## src/rtl/i2c_cfg_sequencer.sv

```systemverilog
// LUT-driven I2C register configuration sequencer with delay entries and NACK retry.
// Optional chip-ID read check on entry 0 when I2C_CFG_IDCHK_EN is defined.
`timescale 1ns/1ps
module i2c_cfg_sequencer #(
  parameter int REG_AW    = 16,
  parameter int REG_DW    = 16,
  parameter int IDX_W     = 8,
  parameter int UNIT_CYC  = 50000,
  parameter int DEF_DELAY = 200,
  parameter int PWR_WAIT  = 20,
  parameter int MAX_RETRY = 3
) (
  input  logic                     clk,
  input  logic                     rst,
  input  logic                     start,
  output logic [IDX_W-1:0]         lut_index,
  input  logic [REG_AW+REG_DW-1:0] lut_data,
  input  logic [IDX_W-1:0]         lut_size,
  output logic                     i2c_req,
  output logic [REG_AW-1:0]        i2c_addr,
  output logic [REG_DW-1:0]        i2c_wdata,
  output logic                     i2c_rd,
  input  logic                     i2c_done,
  input  logic                     i2c_nack,
  input  logic [REG_DW-1:0]        i2c_rdata,
  output logic                     busy,
  output logic                     cfg_done,
  output logic                     cfg_err,
  output logic [IDX_W-1:0]         err_index
);

  localparam longint unsigned MAXD = (64'd1 << REG_DW) * longint'(UNIT_CYC);
  localparam longint unsigned PWRC = longint'(PWR_WAIT) * longint'(UNIT_CYC);
  localparam longint unsigned DEFC = longint'(DEF_DELAY) * longint'(UNIT_CYC);
  localparam int CW0 = $clog2(MAXD);
  localparam int CW1 = (CW0 > $clog2(PWRC + 1)) ? CW0 : $clog2(PWRC + 1);
  localparam int CW  = (CW1 > $clog2(DEFC + 1)) ? CW1 : $clog2(DEFC + 1);
  localparam int RW  = (MAX_RETRY < 1) ? 1 : $clog2(MAX_RETRY + 1);
  localparam int WW  = REG_AW + REG_DW;

  localparam logic [CW-1:0] UNIT_C = CW'(UNIT_CYC);
  localparam logic [CW-1:0] PWR_C  = CW'(PWRC);
  localparam logic [RW-1:0] RMAX   = RW'(MAX_RETRY);

  typedef enum logic [3:0] {
    S_IDLE, S_PWAIT, S_FETCH, S_ISSUE, S_WAIT,
    S_DELAY, S_NEXT, S_DONE, S_ERR
  } state_t;

  state_t              state_q;
  logic [IDX_W-1:0]    idx_q;
  logic [WW-1:0]       word_q;
  logic [RW-1:0]       retry_q;
  logic [CW-1:0]       cnt_q;
  logic                req_q;
  logic [REG_AW-1:0]   addr_q;
  logic [REG_DW-1:0]   wdata_q;
  logic                busy_q;
  logic                done_q;
  logic                err_q;
  logic [IDX_W-1:0]    eidx_q;
  logic [REG_DW-1:0]   ldat;
  logic [CW-1:0]       dly_d;
  logic                is_dly;
  logic                last;

  always_comb begin
    ldat   = lut_data[REG_DW-1:0];
    is_dly = (lut_data[WW-1 -: REG_AW] == '0);
    dly_d  = ((ldat == '0) ? CW'(DEF_DELAY) : CW'(ldat)) * UNIT_C;
    last   = (idx_q == lut_size - IDX_W'(1));
  end

`ifdef I2C_CFG_IDCHK_EN
  logic rd_q;
  logic id_bad;
  assign i2c_rd = rd_q;
  assign id_bad = rd_q && (i2c_rdata != wdata_q);
`else
  logic unused_rdata;
  assign i2c_rd       = 1'b0;
  assign unused_rdata = ^i2c_rdata;
`endif

  always_ff @(posedge clk or posedge rst) begin
    if (rst) begin
      state_q <= S_IDLE;
      idx_q   <= '0;
      word_q  <= '0;
      retry_q <= '0;
      cnt_q   <= '0;
      req_q   <= 1'b0;
      addr_q  <= '0;
      wdata_q <= '0;
      busy_q  <= 1'b0;
      done_q  <= 1'b0;
      err_q   <= 1'b0;
      eidx_q  <= '0;
`ifdef I2C_CFG_IDCHK_EN
      rd_q    <= 1'b0;
`endif
    end else begin
      unique case (state_q)
        S_IDLE, S_DONE, S_ERR: begin
          if (start) begin
            done_q  <= 1'b0;
            err_q   <= 1'b0;
            idx_q   <= '0;
            busy_q  <= 1'b1;
            retry_q <= '0;
            cnt_q   <= PWR_C;
            state_q <= S_PWAIT;
          end
        end
        S_PWAIT: begin
          if (cnt_q <= CW'(1)) begin
            cnt_q <= '0;
            if (lut_size == '0) begin
              done_q  <= 1'b1;
              busy_q  <= 1'b0;
              state_q <= S_DONE;
            end else begin
              state_q <= S_FETCH;
            end
          end else begin
            cnt_q <= cnt_q - CW'(1);
          end
        end
        S_FETCH: begin
          word_q <= lut_data;
          if (is_dly) begin
            cnt_q   <= dly_d;
            state_q <= S_DELAY;
          end else begin
            state_q <= S_ISSUE;
          end
        end
        S_ISSUE: begin
          req_q   <= 1'b1;
          addr_q  <= word_q[WW-1 -: REG_AW];
          wdata_q <= word_q[REG_DW-1:0];
`ifdef I2C_CFG_IDCHK_EN
          rd_q    <= (idx_q == '0);
`endif
          state_q <= S_WAIT;
        end
        S_WAIT: begin
          if (i2c_done) begin
            req_q <= 1'b0;
`ifdef I2C_CFG_IDCHK_EN
            rd_q  <= 1'b0;
`endif
            if (!i2c_nack) begin
`ifdef I2C_CFG_IDCHK_EN
              if (id_bad) begin
                eidx_q  <= '0;
                err_q   <= 1'b1;
                busy_q  <= 1'b0;
                state_q <= S_ERR;
              end else begin
                state_q <= S_NEXT;
              end
`else
              state_q <= S_NEXT;
`endif
            end else if (retry_q < RMAX) begin
              retry_q <= retry_q + RW'(1);
              state_q <= S_ISSUE;
            end else begin
              eidx_q  <= idx_q;
              err_q   <= 1'b1;
              busy_q  <= 1'b0;
              state_q <= S_ERR;
            end
          end
        end
        S_DELAY: begin
          if (cnt_q <= CW'(1)) begin
            cnt_q   <= '0;
            state_q <= S_NEXT;
          end else begin
            cnt_q <= cnt_q - CW'(1);
          end
        end
        S_NEXT: begin
          retry_q <= '0;
          if (last) begin
            done_q  <= 1'b1;
            busy_q  <= 1'b0;
            state_q <= S_DONE;
          end else begin
            idx_q   <= idx_q + IDX_W'(1);
            state_q <= S_FETCH;
          end
        end
        default: state_q <= S_IDLE;
      endcase
    end
  end

  assign lut_index = idx_q;
  assign i2c_req   = req_q;
  assign i2c_addr  = addr_q;
  assign i2c_wdata = wdata_q;
  assign busy      = busy_q;
  assign cfg_done  = done_q;
  assign cfg_err   = err_q;
  assign err_index = eidx_q;

endmodule

```

## config.mk

```make
export PLATFORM = sky130hd
export DESIGN_NAME = i2c_cfg_sequencer
export DESIGN_NICKNAME = d
export VERILOG_FILES = /design/src/rtl/i2c_cfg_sequencer.sv
export SDC_FILE = /design/constraint.sdc
export NUM_CORES = 1
export LEC_CHECK = 0
export CORE_ASPECT_RATIO = 0.8
export CORE_MARGIN = 2
export CORE_UTILIZATION = 65
export DETAILED_ROUTE_END_ITERATION = 16
export DONT_BUFFER_PORTS = 1
export HOLD_SLACK_MARGIN = 0.02
export PLACE_DENSITY = 0.86
export SYNTH_ARGS = -nofsm -noshare
export SYNTH_HDL_FRONTEND = slang
export SYNTH_SLANG_ARGS = --single-unit
```

## constraint.sdc

```tcl
create_clock -name clk -period 5.95 [get_ports clk]
set_input_delay 0.8925 -clock clk [delete_from_list [all_inputs] [get_ports clk]]
set_output_delay 0.8925 -clock clk [all_outputs]
set_load 0.03 [all_outputs]
```

==> out/summary.txt <==
vias in the first global route - 8309
GRT overflow - 0
Final ANT Viol Nets - 0
# DRC - 0
share of post-route cells with drive strength above 1 - 18.31%
total power - 6.104 mW
dominant synthesized flop cell - dfrtp_1
WL final - 25980 µm
Worst Hold Class - flip-flop to flip-flop
WHS - 0.4736 ns
Worst Path Arrival - 6.08 ns
Synth Area in Compound Gates - 14.56%
Setup crit start kind - primary input
Fmax - 173.4 MHz
Simple-Gate Fraction of Synth Area - 15.61%
Setup-failing EPs final - 0
status - completed
crit path cell chain - inv_4 -> ha_1 -> and4_1 -> nand4_1 -> nor3_4 -> buf_4 -> or2_2 -> ha_1 -> ha_1 -> xor2_1 -> ha_1 -> a21o_1 -> fa_1 -> inv_1 -> fa_1 -> inv_1 -> ha_1 -> a21oi_2 -> o21ai_1 -> or4b_1 -> a31oi_2 -> o31ai_2 -> xor2_1 -> a221o_1
pin count of the biggest net entering global routing - 69
xor/xnor cell area share of the yosys netlist - 4.139%
RD Place Congestion - 0.9532
CTS root buffer - clkbuf_16
CTS Buf Count - 17
Finished Layout Cells - 1336
cell count after synthesis - 1066
CP max stage delay - 0.53 ns
Worst Setup Path Type - primary input to flip-flop
Synth top area share - 31.27%
power density cells - 541.4 nW/µm²
cell area after synthesis - 9763 µm²
commonest non-fill, non-tap cell in the layout - nand2_1
Top delay family on crit path - adder cells
clock-pin slew on the worst setup and hold paths - 0.06 ns
nets - 1354
CTS Hold Buffers Added - 0
clock skew - 0.007060 ns
#FFs+latches synth - 122
# fillers - 867
Yosys cell types - 79
first-pass detailed-route iteration total - 6
Die X - 141.0 µm
DR vias/cell - 6.284
die area - 16020 µm²
worst slew pin tran - 1.217 ns
Total Routing Usage GR - 31.72%
share of synthesized registers carrying an async set or reset - 100.0%
H-Tree Depth - 4
crit path buf inv count - 4
initial antenna violation count - 0
mux cell area share after synthesis - 4.947%
Crit Path Max Fanout - 4
commonest cells after routing, fill and taps aside - nand2_1, dfrtp_1, ha_1
CP most frequent cell - ha_1
largest family of logic cells by synthesized area - adder cells
EDFF count, synth - 0
max-cap viol count - 0
Synth Area per Inst - 9.159 µm²
Vias - 8396
Synth area leader - dfrtp_1
standard-cell rows - 40
Initial Utilization - 65.68%
Max Slew Vio Count - 0
Clk Latency, worst-skew pair - 0.43 ns
leakage power - 5.571 nW
Die Ht - 113.6 µm
Detail Placement HPWL - 17890 µm
Clock Sinks - 122
post-synthesis sequential area ratio - 31.27%
PortBufs - 0
io pins - 114
Adder-Cell Fraction of Synth Area - 23.14%
Yosys Warn Count - 0
Placed Cells - 1302
RSZ-0062 raised after global routing - true
Worst Path Required - 6.26 ns
Final period util - 96.92%
Slowest cell on crit path - fa_1
post-layout min period - 5.767 ns
synth top area cells - dfrtp_1, ha_1, fa_1
DR iter-0 viols - 728
Hold Vio Cnt, Final - 0
Avg WL per Cell - 19.44 µm
worst rel slew slack - 18.87%
core box area - 14860 µm²
first-pass GRT wire length - 40400 µm
Max clock buf depth - 2
Area Growth Syn to Fin - 15.49%
antenna diode count - 0
VDD IR max - 0.0003756 V
CP Capture Type - flip-flop
Syn Nets - 1286
TritonCTS clock tree - yes
sequential cells by signal, indices dropped and copies added (netlist names):
| name | flops |
|---|---|
| i2c_addr | 16 |
| cfg_done | 1 |
| cnt_q | 32 |
| retry_q | 2 |
| lut_index | 8 |
| cfg_err | 1 |
| i2c_req | 1 |
| state_q | 4 |
| busy | 1 |
| err_index | 8 |
| word_q | 32 |
| i2c_wdata | 16 |
synth_stat cells (7+ instances only):
library cell,instances
xnor2_1,21
nand3_1,11
o21ai_0,64
and2_1,8
inv_1,121
a21oi_1,48
dfrtp_1,122
mux2_2,42
nand4_1,8
nor2_1,62
clkbuf_1,27
nand2_1,134
a211oi_1,7
or3_1,7
fa_1,36
nor3_1,30
or2_2,9
ha_1,123
nor4_1,16
xor2_1,22
a31oi_1,11
a21o_1,21
area by class of cell:
cell class	count	area [µm²]	area share [%]
Clock inverter	14	160.2	1.420
Sequential cell	122	3053	27.08
Tap cell	189	236.5	2.097
Clock buffer	18	439.2	3.895
Timing Repair Buffer	85	654.4	5.803
Multi-Input combinational cell	787	6264	55.55
Inverter	121	469.2	4.161
through the flow:
step           setup TNS, ns  util [%]  cell area [µm²]  setup slack [ns]
3_3_place_gp          -1.244     71.26            10590           -0.1821
4_1_cts                    0     75.29            11190           0.03932
5_1_grt             -0.05406     75.86            11280          -0.05406
2_1_floorplan       -0.01781         -             9893          -0.01781
3_5_place_dp          -2.872     71.26            10590           -0.3261
6_report                   0     75.86            11280            0.1833
worst register-to-register path: stages (launching register included):
cell	delay, ns
dfrtp_1	0.43
nor3_1	0.60
nand4bb_1	0.29
nor4_2	0.64
or3_1	1.01
nand2_1	0.28
a211o_1	0.34
nand2_1	0.07
metal layers:
| layer | global-route usage [%] | up-vias | part of all wire [%] |
|---|---|---|---|
| met4 | 9.333 | 0 | 2.3 |
| met1 | 41.52 | 4069 | 41 |
| met5 | 0 | - | 0 |
| li1 | - | 3829 | - |
| met3 | 8.270 | 67 | 9.1 |
| met2 | 52.52 | 431 | 48 |
kinds of logic after synthesis:
logic type | count (synthesis)
compound gates | 219
xor+xnor | 44
fa+ha+maj | 159
buf+inv | 157
flops | 122
mux | 43
other cells | 1
simple gates | 321
report_power, final:
group / internal, mW / switching, mW / leakage [nW] / total (mW)
registers: 1.15 / 0.554 / 1.55 / 1.70
clock network: 0.637 / 0.425 / 0.286 / 1.06
logic: 1.46 / 1.88 / 3.73 / 3.34
path summary, 6_finish.rpt:
| kind | startpoint | endpoint | slack, ns | depth (start not counted) |
|---|---|---|---|---|
| min reg2reg | word_q[20]$_DFFE_PP0P_ | word_q[20]$_DFFE_PP0P_ | 0.47 | 2 |
| max reg2reg | cnt_q[3]$_DFFE_PP0P_ | state_q[1]$_DFFE_PP0P_ | 2.23 | 7 |
| max | lut_data[12] | cnt_q[28]$_DFFE_PP0P_ | 0.18 | 24 |
| min in group asynchronous | rst | cfg_err$_DFFE_PP0P_ | 0.50 | 1 |
| max in group asynchronous | rst | word_q[11]$_DFFE_PP0P_ | 4.23 | 2 |
| min | word_q[20]$_DFFE_PP0P_ | word_q[20]$_DFFE_PP0P_ | 0.47 | 2 |
timing repair:
| item | 4_1_cts | 5_1_grt |
|---|---|---|
| gates resized for setup | 0 | 14 |
| endpoints found under the setup margin | 0 | 11 |
| setup buffers | 0 | 2 |
(Power assumes the default switching activity.)
